$ cat src/rtl/types_pkg.sv
// rtl/types_pkg.sv - instruction field encodings shared by the fetch unit and its consumers
package types_pkg;

  typedef enum logic [6:0] {
    OP_LOAD   = 7'h03,
    OP_IMM    = 7'h13,
    OP_AUIPC  = 7'h17,
    OP_STORE  = 7'h23,
    OP_REG    = 7'h33,
    OP_LUI    = 7'h37,
    OP_BRANCH = 7'h63,
    OP_JALR   = 7'h67,
    OP_JAL    = 7'h6F,
    OP_SYSTEM = 7'h73
  } opcode_e;

  typedef enum logic [2:0] {
    F3_0 = 3'd0, F3_1 = 3'd1, F3_2 = 3'd2, F3_3 = 3'd3,
    F3_4 = 3'd4, F3_5 = 3'd5, F3_6 = 3'd6, F3_7 = 3'd7
  } funct3_e;

  typedef enum logic [6:0] {
    F7_BASE   = 7'h00,
    F7_MULDIV = 7'h01,
    F7_ALT    = 7'h20
  } funct7_e;

endpackage

$ cat src/rtl/instr_fetch_unit.sv
// rtl/instr_fetch_unit.sv - single-outstanding instruction fetch FSM with redirect/discard handling
// Optional FETCH_ALIGN_CHECK_EN: ignore misaligned redirects and pulse misaligned.
module instr_fetch_unit #(
  parameter logic [31:0] RESET_PC = 32'h0000_0000
) (
  input  logic               clk,
  input  logic               rst_n,
  output logic               imem_req,
  output logic [31:0]        imem_addr,
  input  logic               imem_gnt,
  input  logic               imem_rvalid,
  input  logic [31:0]        imem_rdata,
  input  logic               redirect,
  input  logic [31:0]        redirect_pc,
  output logic               instr_valid,
  input  logic               instr_ready,
  output logic [31:0]        instr,
  output types_pkg::opcode_e op,
  output types_pkg::funct3_e funct3,
  output types_pkg::funct7_e funct7,
  output logic [31:0]        instr_pc,
  output logic [31:0]        instr_pc_plus4
`ifdef FETCH_ALIGN_CHECK_EN
  ,
  output logic               misaligned
`endif
);

  typedef enum logic [1:0] {IDLE, REQ, WAIT, VALID} state_e;

  state_e      r_state, w_state_next;
  logic [31:0] r_pc, w_pc_next;
  logic [31:0] r_instr, w_instr_next;
  logic [31:0] r_instr_pc, w_instr_pc_next;
  logic        r_discard, w_discard_next;
  logic        w_redir;
  logic [31:0] w_target;

`ifdef FETCH_ALIGN_CHECK_EN
  logic w_bad_align;
  logic r_misaligned;

  assign w_bad_align = redirect & (redirect_pc[1:0] != 2'b00);
  assign w_redir     = redirect & ~w_bad_align;
  assign w_target    = redirect_pc;
  assign misaligned  = r_misaligned;

  always_ff @(posedge clk or negedge rst_n) begin
    if (!rst_n) r_misaligned <= 1'b0;
    else        r_misaligned <= w_bad_align;
  end
`else
  assign w_redir  = redirect;
  assign w_target = redirect_pc & 32'hFFFF_FFFC;
`endif

  always_comb begin
    w_state_next    = r_state;
    w_pc_next       = r_pc;
    w_instr_next    = r_instr;
    w_instr_pc_next = r_instr_pc;
    w_discard_next  = r_discard;
    imem_req        = 1'b0;
    instr_valid     = 1'b0;
    case (r_state)
      IDLE: begin
        if (w_redir) w_pc_next = w_target;
        w_state_next = REQ;
      end
      REQ: begin
        imem_req = 1'b1;
        if (w_redir) w_pc_next = w_target;
        if (imem_gnt) begin
          // A grant alongside a redirect is still outstanding; mark it for discard.
          if (w_redir) w_discard_next = 1'b1;
          w_state_next = WAIT;
        end
      end
      WAIT: begin
        if (w_redir) w_pc_next = w_target;
        if (imem_rvalid) begin
          if (r_discard || w_redir) begin
            w_discard_next = 1'b0;
            w_state_next   = REQ;
          end else begin
            w_instr_next    = imem_rdata;
            w_instr_pc_next = r_pc;
            w_state_next    = VALID;
          end
        end else if (w_redir) begin
          w_discard_next = 1'b1;
        end
      end
      VALID: begin
        instr_valid = 1'b1;
        if (w_redir) begin
          w_pc_next    = w_target;
          w_state_next = REQ;
        end else if (instr_ready) begin
          w_pc_next    = r_pc + 32'd4;
          w_state_next = REQ;
        end
      end
      default: w_state_next = IDLE;
    endcase
  end

  always_ff @(posedge clk or negedge rst_n) begin
    if (!rst_n) begin
      r_state    <= IDLE;
      r_pc       <= RESET_PC;
      r_instr    <= 32'h0;
      r_instr_pc <= 32'h0;
      r_discard  <= 1'b0;
    end else begin
      r_state    <= w_state_next;
      r_pc       <= w_pc_next;
      r_instr    <= w_instr_next;
      r_instr_pc <= w_instr_pc_next;
      r_discard  <= w_discard_next;
    end
  end

  assign imem_addr      = r_pc;
  assign instr          = r_instr;
  assign instr_pc       = r_instr_pc;
  assign instr_pc_plus4 = r_instr_pc + 32'd4;
  assign op             = types_pkg::opcode_e'(r_instr[6:0]);
  assign funct3         = types_pkg::funct3_e'(r_instr[14:12]);
  assign funct7         = types_pkg::funct7_e'(r_instr[31:25]);

endmodule
$ cat config.mk
export PLATFORM = sky130hd
export DESIGN_NAME = instr_fetch_unit
export DESIGN_NICKNAME = d
export VERILOG_FILES = /design/src/rtl/types_pkg.sv /design/src/rtl/instr_fetch_unit.sv
export SDC_FILE = /design/constraint.sdc
export NUM_CORES = 1
export LEC_CHECK = 0
export CORE_MARGIN = 10
export CORE_UTILIZATION = 25
export CTS_BUF_LIST = sky130_fd_sc_hd__clkbuf_8
export DETAILED_ROUTE_END_ITERATION = 12
export PLACE_DENSITY_LB_ADDON = 0.1
export SETUP_SLACK_MARGIN = 0.02
export SYNTH_ARGS = -nofsm -noshare
export SYNTH_HDL_FRONTEND = slang
export SYNTH_SLANG_ARGS = --single-unit
$ cat constraint.sdc
create_clock -name clk -period 2.85 [get_ports clk]
set_input_delay 0.285 -clock clk [delete_from_list [all_inputs] [get_ports clk]]
set_output_delay 0.285 -clock clk [all_outputs]
set_load 0.005 [all_outputs]
# Word level (Yosys, flattened, before mapping)
# Index checks and enable logic that the tools add are counted.
# op_classes
add_sub_neg,2
n_eq_ne,8
mux,17
n_reduce_logical,8
n_bitwise,1
# ops
op,count
$mux W32,3
$add A32 B3 Y32 const B,2
$pmux W32 S2,1
$mux W2,5
$reduce_and A3 Y1,3
$pmux W2 S4,1
$mux W1,6
$ne A3 B3 Y1 const B,2
$eq A2 B2 Y1 const B,2
$ne A2 B2 Y1 const B,2
$reduce_or A3 Y1,1
$eq A2 B1 Y1 const B,1
$logic_not A2 Y1,1
$ne A2 B1 Y1 const B,1
$pmux W1 S2,1
$reduce_and A2 Y1,1
$reduce_bool A2 Y1,1
$logic_or A1 B1 Y1,1
$not A1 Y1,1
# word_totals
out_inout_bits,147
ff_bits,99
word_cells,41

# Longest topological paths before layout
# Gate-level depths: netlist of run 1.
# logic_depth
ltp_word,4
ltp_mapped,8

# Least setup slack after synthesis of run 1
# OpenSTA, ideal clock, no wires.
# synth_path
kind,reg2reg
startpoint,register r_state[0]
endpoint,"register r_instr[0], in the netlist instr[0]"
period_less_slack_ps,2025
arrival_ps,1900
setup_ps,125
required_time_ps,2725
stages_incl_launch_ff,7
path_slack_ps,825
cell_sequence,dfrtp_1 inv_1 ha_1 nand2_1 nor3_1 buf_2 mux2_2
# synth_between
elab_chain_len,2
# synth_lines
item,line_no,source
start: declaration,instr_fetch_unit.sv:31,"state_e r_state, w_state_next;"
start signal: assignment,instr_fetch_unit.sv:116,r_state <= w_state_next;
$eq A2 B2 Y1,instr_fetch_unit.sv:65,case (r_state)
$reduce_and A3 Y1 (no source line),--,
end signal: assignment,instr_fetch_unit.sv:118,r_instr <= w_instr_next;
end: declaration,instr_fetch_unit.sv:33,"logic [31:0] r_instr, w_instr_next;"
# Every way passes these cells.
# A chain may end at the register's enable or synchronous reset.

# Worst setup path after layout of run 1
# layout_path
startpoint,"register r_instr_pc[5], in the netlist instr_pc[5]"
endpoint,output instr_pc_plus4[29]
# layout_between
elab_chain_len,1
# layout_lines
item,line_no,source
start: declaration,instr_fetch_unit.sv:34,"logic [31:0] r_instr_pc, w_instr_pc_next;"
start signal: assignment,instr_fetch_unit.sv:119,r_instr_pc <= w_instr_pc_next;
$add A32 B3 Y32,instr_fetch_unit.sv:127,assign instr_pc_plus4 = r_instr_pc + 32'd4;
end: declaration,instr_fetch_unit.sv:22,output logic [31:0] instr_pc_plus4
# Every way passes these cells.

==> metrics.md, run 1 <==
| Metric | Value |
|---|---|
| Status | `completed` |
| Num CTS Buffers | `9` |
| DRT iter0 DRCs | `237` |
| Global-route wire length before repair | `between 20 and 30 mm` |
| CP Data Required Time | `~2.6 ns` |
| I/O Buffers | `208` |
| Yosys synthesis warning count | `0` |
| Final hold violation count | `0` |
| Post-Synth Adder-Cell Area | `0.0169` |
| Via-to-Cell Ratio | `4.71` |
| CTS tree | `yes` |
| Row count | `52` |
| Finished Core Util | `0.384` |
| WL final | `roughly 19 mm` |
| Critical setup path kind | `reg2out` |
| Fin Setup TNS | `0 ns` |
| Area of the multi-input gates | `~2500 µm²` |
| First drt pass iteration count | `4` |
| Clock buffer depth | `2` |
| Pin count of the biggest net entering global routing | `65` |
| Max-slew violation count | `0` |
| P&R area growth vs syn | `50.9%` |
| Most common cell after layout, fill and taps aside | `clkdlybuf4s50_1` |
| DRC | `0` |
| GRT Total Usage | `0.137` |
| Leakage | `0.00312 µW` |
| Post-synthesis simple-gate area fraction | `0.170` |
| Worst-margin pin slew | `0.629 ns` |
| Final-report setup violation count | `0` |
| Register area | `2380 µm²` |
| Nets | `779` |
| Clock-pin transition on the worst setup and hold timing paths | `approximately 0.10 ns` |
| Congestion Overflow GR | `0` |
| Placed cells | `around 960` |
| VDD IR-drop max | `0.395 mV` |
| Htree depth | `3` |
| Root buf cell | `clkbuf_8` |
| Synth unique cells | `55` |
| Synth Area in Compound Gates | `0.110` |
| Antenna-violating nets left | `0` |
| Worst setup EP type | `output pin` |
| Drt wl/cell | `approximately 19 µm` |
| Max-cap check violation count | `0` |
| Initial antenna violation count | `0` |
| Clock latency at the later pin of the worst-skew pair | `~0.39 ns` |
| Final instance area | `between 7000 and 8000 µm²` |
| CP Launch Type | `register` |
| Vias in the first global route | `4713` |
| Tcrit/Tclk final | `0.931` |
| Cell Pwr Density | `887 nW/µm²` |
| I/O pin cnt | `217` |
| Final GP Congestion | `0.758` |
| Placed Area | `7510 µm²` |
| Hold WC Path Type | `in2async` |
| Filler cell count | `2040` |
| Seq cells post-synth | `between 90 and 100` |
| Tmin final | `roughly 2.7 ns` |
| Die W | `approximately 160 µm` |
| Multiplexer share of the synthesized area | `0.137` |
| Post-synth EDFFs | `0` |
| Via count | `4597` |
| WP data arrival | `2.37 ns` |
| Non-Filler Instances | `976` |
| RSZ-0062 raised after global routing | `yes` |
| Die area | `around 27000 µm²` |
| Die height | `around 160 µm` |
| Largest family of logic cells by synthesized area | `simple AND/OR/NAND/NOR gates` |
| N_diodes | `0` |
| Xor/xnor share of the synthesized area | `0.0474` |
| Register area share after synthesis | `0.459` |
| Ratio of cells with drive above 1 in the final layout | `0.173` |
| Fmax | `377 MHz` |
| Slew headroom | `0.580` |
| Clock Skews | `0.0131 ns` |
| Most frequent cells in the layout | `207 x clkdlybuf4s50_1, 93 x dfrtp_1, 61 x mux2_2` |
| Post-Synthesis Cells | `503` |
| Sink Count | `95` |
| Effective utilization at floorplan | `0.255` |
| HPWL after DPL | `14.3 mm` |
| Share of synthesized registers carrying an async set or reset | `1.00` |
| Main synth FF type | `dfrtp_1` |
| Cell area after synthesis | `5170 µm²` |
| Core ar. | `20300 µm²` |
| Crit-path max FO | `8` |
| Syn_area_per_cell | `10.3 µm²` |
worst paths after layout:
path,from,to,slack (ns),depth (start not counted)
setup / recovery,instr_pc[5],instr_pc_plus4[29],0.20,7
hold / removal,rst_n,imem_addr[20],0.38,2
setup reg to reg,imem_addr[2],imem_addr[30],0.53,6
hold reg to reg,instr[8],instr[8],0.52,1
max in group asynchronous,rst_n,instr_pc[10],1.72,3
min in group clk,redirect_pc[3],imem_addr[3],0.47,3
critical path: stages (launching register included):
cell and delay (ns):
dfrtp_1 0.49, nand4_1 0.13, buf_4 0.18, nor3_2 0.19
buf_6 0.18, nand4_1 0.12, xnor2_1 0.16, clkdlybuf4s50_1 0.52
registers in the layout (all words and copies together) (netlist names):
| name | count |
|---|---|
| instr | 32 |
| imem_addr | 30 |
| instr_pc | 30 |
| r_state | 2 |
| r_discard | 1 |
stage by stage:
| step | hold WS (ns) | setup WS (ns) | total power [µW] |
|---|---|---|---|
| floorplan | -0.0106 | 0.825 | 3740 |
| global placement | 0.267 | 0.398 | 5900 |
| detailed placement | 0.268 | 0.365 | 5960 |
| CTS | 0.383 | 0.0548 | 7080 |
| global route | 0.400 | 0.00211 | 7430 |
| finish | 0.383 | 0.196 | 6920 |
power breakdown:
part,internal (µW),switching (µW)
clock,498,540
sequential,1890,629
combinational,2180,1180
final cells by class:
cell class | instances | share of cell area
Clock buffer | 9 | 0.0159
Clock inverter | 6 | 0.0120
Inverter | 5 | 0.00240
Multi-Input combinational cell | 359 | 0.326
Sequential cell | 95 | 0.305
Tap cell | 270 | 0.0433
Timing Repair Buffer | 232 | 0.296
cells by family (layout without fill, tap and decap cells):
| group | after synthesis | in the layout |
|---|---|---|
| AND/OR/NAND/NOR | 166 | 166 |
| flip-flops | 95 | 95 |
| AO/OA/AOI/OAI | 89 | 89 |
| multiplexers | 63 | 63 |
| buffers and inverters | 54 | 252 |
| XOR/XNOR | 28 | 28 |
| adder cells (fa/ha/maj) | 7 | 7 |
| other | 1 | 6 |
metal layers:
metal | routed length (µm) | GRT usage | up-vias
met4 | 163 | 0.0313 | 0
met3 | 1090 | 0.0368 | 13
li1 | - | - | 2194
met1 | 7850 | 0.168 | 2266
met2 | 9640 | 0.237 | 124
met5 | 0 | 0 | -
what timing repair did:
| item | in CTS | in global routing |
|---|---|---|
| hold buffers | 1 | 0 |
| resized for setup | 2 | 9 |
| pin swaps | 0 | 4 |
| setup buffers | 4 | 1 |
| endpoints found under the hold margin | 31 | 0 |
| endpoints found under the setup margin | 14 | 17 |
synth_stat cells (6+ instances only):
cell / instances / area (µm²)
a21oi_1: 29 / 145
and3_1: 11 / 68.8
dfrtp_1: 95 / 2380
ha_1: 7 / 87.6
nor3_1: 9 / 45.0
nor2_1: 23 / 86.3
o22ai_1: 7 / 43.8
buf_2: 7 / 35.0
buf_4: 23 / 173
a2bb2oi_1: 6 / 52.6
nand4_1: 17 / 106
xnor2_1: 22 / 193
clkbuf_1: 17 / 63.8
nand2_1: 44 / 165
xor2_1: 6 / 52.6
nand3_1: 32 / 160
o21ai_0: 20 / 100
mux2_2: 61 / 687
Note: power is estimated with default switching activity, not from simulation.
==> run 2, diff against run 1 <==
GPL_ROUTABILITY_DRIVEN = 0   (was default)
==> results of run 2 <==
No change in the layout: final DEF, timing and power equal those of run 1.
==> run 3, diff against run 2 <==
SKIP_CTS_REPAIR_TIMING = 1   (was default)
==> metrics.md, run 3 (synthesis results as in run 1) <==
| Metric | Value |
|---|---|
| Status | `completed (unchanged)` |
| P&R area growth vs syn | `52.1% (was 50.9%)` |
| Met3 WL | `1.14 mm (was 1.09 mm)` |
| Worst-margin pin slew | `0.659 ns (was 0.629 ns)` |
| CP Data Required Time | `2.57 ns (about the same)` |
| Tmin final | `2.70 ns (was 2.65 ns)` |
| Reg2Reg Depth | `6 (unchanged)` |
| RSZ-0062 raised after global routing | `yes (unchanged)` |
| HPWL after DPL | `14.3 mm (unchanged)` |
| Ratio of cells with drive above 1 in the final layout | `0.177 (was 0.173)` |
| Slew headroom | `0.561 (was 0.580)` |
| Nets | `785 (was 779)` |
| Die area | `26800 µm² (unchanged)` |
| Tcrit/Tclk final | `0.948 (was 0.931)` |
| Metal2 WL | `9.71 mm (was 9.64 mm)` |
| Max-cap check violation count | `0 (unchanged)` |
| N_diodes | `0 (unchanged)` |
| I/O Buffers | `208 (unchanged)` |
| Worst path most repeated cell | `nand4_1 (unchanged)` |
| Via-to-Cell Ratio | `4.75 (was 4.71)` |
| Crit-path max cell delay | `0.52 ns (about the same)` |
| Sink Count | `95 (unchanged)` |
| Final hold violation count | `0 (unchanged)` |
| GRT Total Usage | `0.137 (about the same)` |
| Fmax | `370 MHz (was 377 MHz)` |
| VDD IR-drop max | `0.397 mV (was 0.395 mV)` |
| Max-slew violation count | `0 (unchanged)` |
| Top sig layer | `met4 (unchanged)` |
| Reg-to-Reg End | `imem_addr[30] (unchanged)` |
| CTS tree | `yes (unchanged)` |
| Reg2reg setup slack | `0.52 ns (was 0.53 ns)` |
| Placed Area | `7510 µm² (unchanged)` |
| Core ar. | `20300 µm² (unchanged)` |
| Non-Filler Instances | `982 (was 976)` |
| Global-route wire length before repair | `28.8 mm (was 29.0 mm)` |
| Placed cells | `955 (unchanged)` |
| I/O pin cnt | `217 (unchanged)` |
| Crit-path slowest cell | `clkdlybuf4s50_1 (unchanged)` |
| Final instance area | `7870 µm² (was 7800 µm²)` |
| Via count | `4667 (was 4597)` |
| DRT iter0 DRCs | `249 (was 237)` |
| Drt wl/cell | `19.2 µm (about the same)` |
| WP data arrival | `2.42 ns (was 2.37 ns)` |
| Clock latency at the later pin of the worst-skew pair | `0.39 ns (about the same)` |
| CP endpoint | `instr_pc_plus4[26] (was instr_pc_plus4[29])` |
| Pin count of the biggest net entering global routing | `65 (unchanged)` |
| Filler cell count | `2033 (was 2040)` |
| Htree depth | `3 (unchanged)` |
| Finished Core Util | `0.388 (was 0.384)` |
| Die W | `164 µm (unchanged)` |
| Vias in the first global route | `4659 (was 4713)` |
| Row count | `52 (unchanged)` |
| Reg-to-Reg Start | `imem_addr[2] (unchanged)` |
| First drt pass iteration count | `4 (unchanged)` |
| Clock buffer depth | `2 (unchanged)` |
| Worst setup EP type | `output pin (unchanged)` |
| Final-report setup violation count | `0 (unchanged)` |
| Num CTS Buffers | `9 (unchanged)` |
| Most frequent cells in the layout | `198 x clkdlybuf4s50_1, 93 x dfrtp_1, 61 x mux2_2 (was 207 x clkdlybuf4s50_1, 93 x dfrtp_1, 61 x mux2_2)` |
| Levels on crit path | `7 (unchanged)` |
| Die height | `164 µm (unchanged)` |
| CP Launch Type | `register (unchanged)` |
| Crit-path max FO | `6 (was 8)` |
| Effective utilization at floorplan | `0.255 (unchanged)` |
| Critical setup path kind | `reg2out (unchanged)` |
| Setup crit start | `instr_pc[11] (was instr_pc[5])` |
| Register area | `2380 µm² (unchanged)` |
| Routed metal-1 wirelength | `7.81 mm (was 7.85 mm)` |
| Clock Skews | `0.0130 ns (was 0.0131 ns)` |
| Initial antenna violation count | `0 (unchanged)` |
| Area of the multi-input gates | `2540 µm² (about the same)` |
| Hold WC Path Type | `in2async (unchanged)` |
| DRC | `0 (unchanged)` |
| Root buf cell | `clkbuf_8 (unchanged)` |
| WL final | `18.8 mm (was 18.7 mm)` |
| CP cell instances | `and4_4 > nand4_1 > nor3_2 > buf_6 > nand4_1 > xnor2_1 > clkdlybuf4s50_1 (was nand4_1 > buf_4 > nor3_2 > buf_6 > nand4_1 > xnor2_1 > clkdlybuf4s50_1)` |
| Cell family with most CP delay | `simple AND/OR/NAND/NOR gates (was buffers and inverters)` |
| Antenna-violating nets left | `0 (unchanged)` |
| Leakage | `0.00328 µW (was 0.00312 µW)` |
| Clock-pin transition on the worst setup and hold timing paths | `0.10 ns (about the same)` |
| WP buf/inv | `2 (was 3)` |
| Cell Pwr Density | `879 nW/µm² (was 887 nW/µm²)` |
| Max reg flops | `32 (unchanged)` |
| Congestion Overflow GR | `0 (unchanged)` |
| Most common cell after layout, fill and taps aside | `clkdlybuf4s50_1 (unchanged)` |
==> run 3: layout make-up <==
type                       count  area share
tap                          270      0.0429
sequential                    95       0.302
clock buffer                   9      0.0157
clock inverter                 6      0.0119
timing repair buffer         238       0.302
multi-input combinational    359       0.323
inverter                       5     0.00239
==> run 3: worst min path at each step <==
stage | from | to | slack, ns | cells after the start
global placement | rst_n | instr_pc[18] | 0.27 | 1
global route | rst_n | instr_pc[20] | 0.40 | 2
CTS | rst_n | instr_pc[20] | -0.17 | 1
floorplan | rst_n | imem_addr[10] | -0.01 | 0
finish | rst_n | imem_addr[20] | 0.38 | 2
detailed placement | rst_n | instr_pc[20] | 0.27 | 1
==> run 3: metrics by stage <==
stage                     setup TNS, ns  power (µW)  hold WS (ns)  worst slack, ns
after floorplan                       0        3740       -0.0106            0.825
after global placement                0        5900         0.267            0.398
after detailed placement              0        5960         0.268            0.365
after CTS                        -0.797        7030        -0.168          -0.0997
after global routing            -0.0779        7420         0.400          -0.0736
final                                 0        6920         0.382            0.149
==> run 3: worst reg2reg max path, delay by kind of cell, from the launching register on <==
family	cells	cell delay, ns
AND/OR/NAND/NOR	4	1.25
flip-flops	1	0.48
AO/OA/AOI/OAI	1	0.27
adder cells (fa/ha/maj)	1	0.23
==> run 3: metal layers <==
| metal | up-vias | global-route usage |
|---|---|---|
| li1 | 2205 | - |
| met1 | 2303 | 0.168 |
| met2 | 150 | 0.235 |
| met3 | 9 | 0.0368 |
| met4 | 0 | 0.0305 |
| met5 | - | 0 |
==> run 3: power breakdown <==
group | internal (µW) | total [µW] | switching, µW | leakage, µW
Clock | 498 | 1040 | 538 | 0.000106
Combinational | 2180 | 3340 | 1170 | 0.00200
Sequential | 1890 | 2540 | 652 | 0.00118
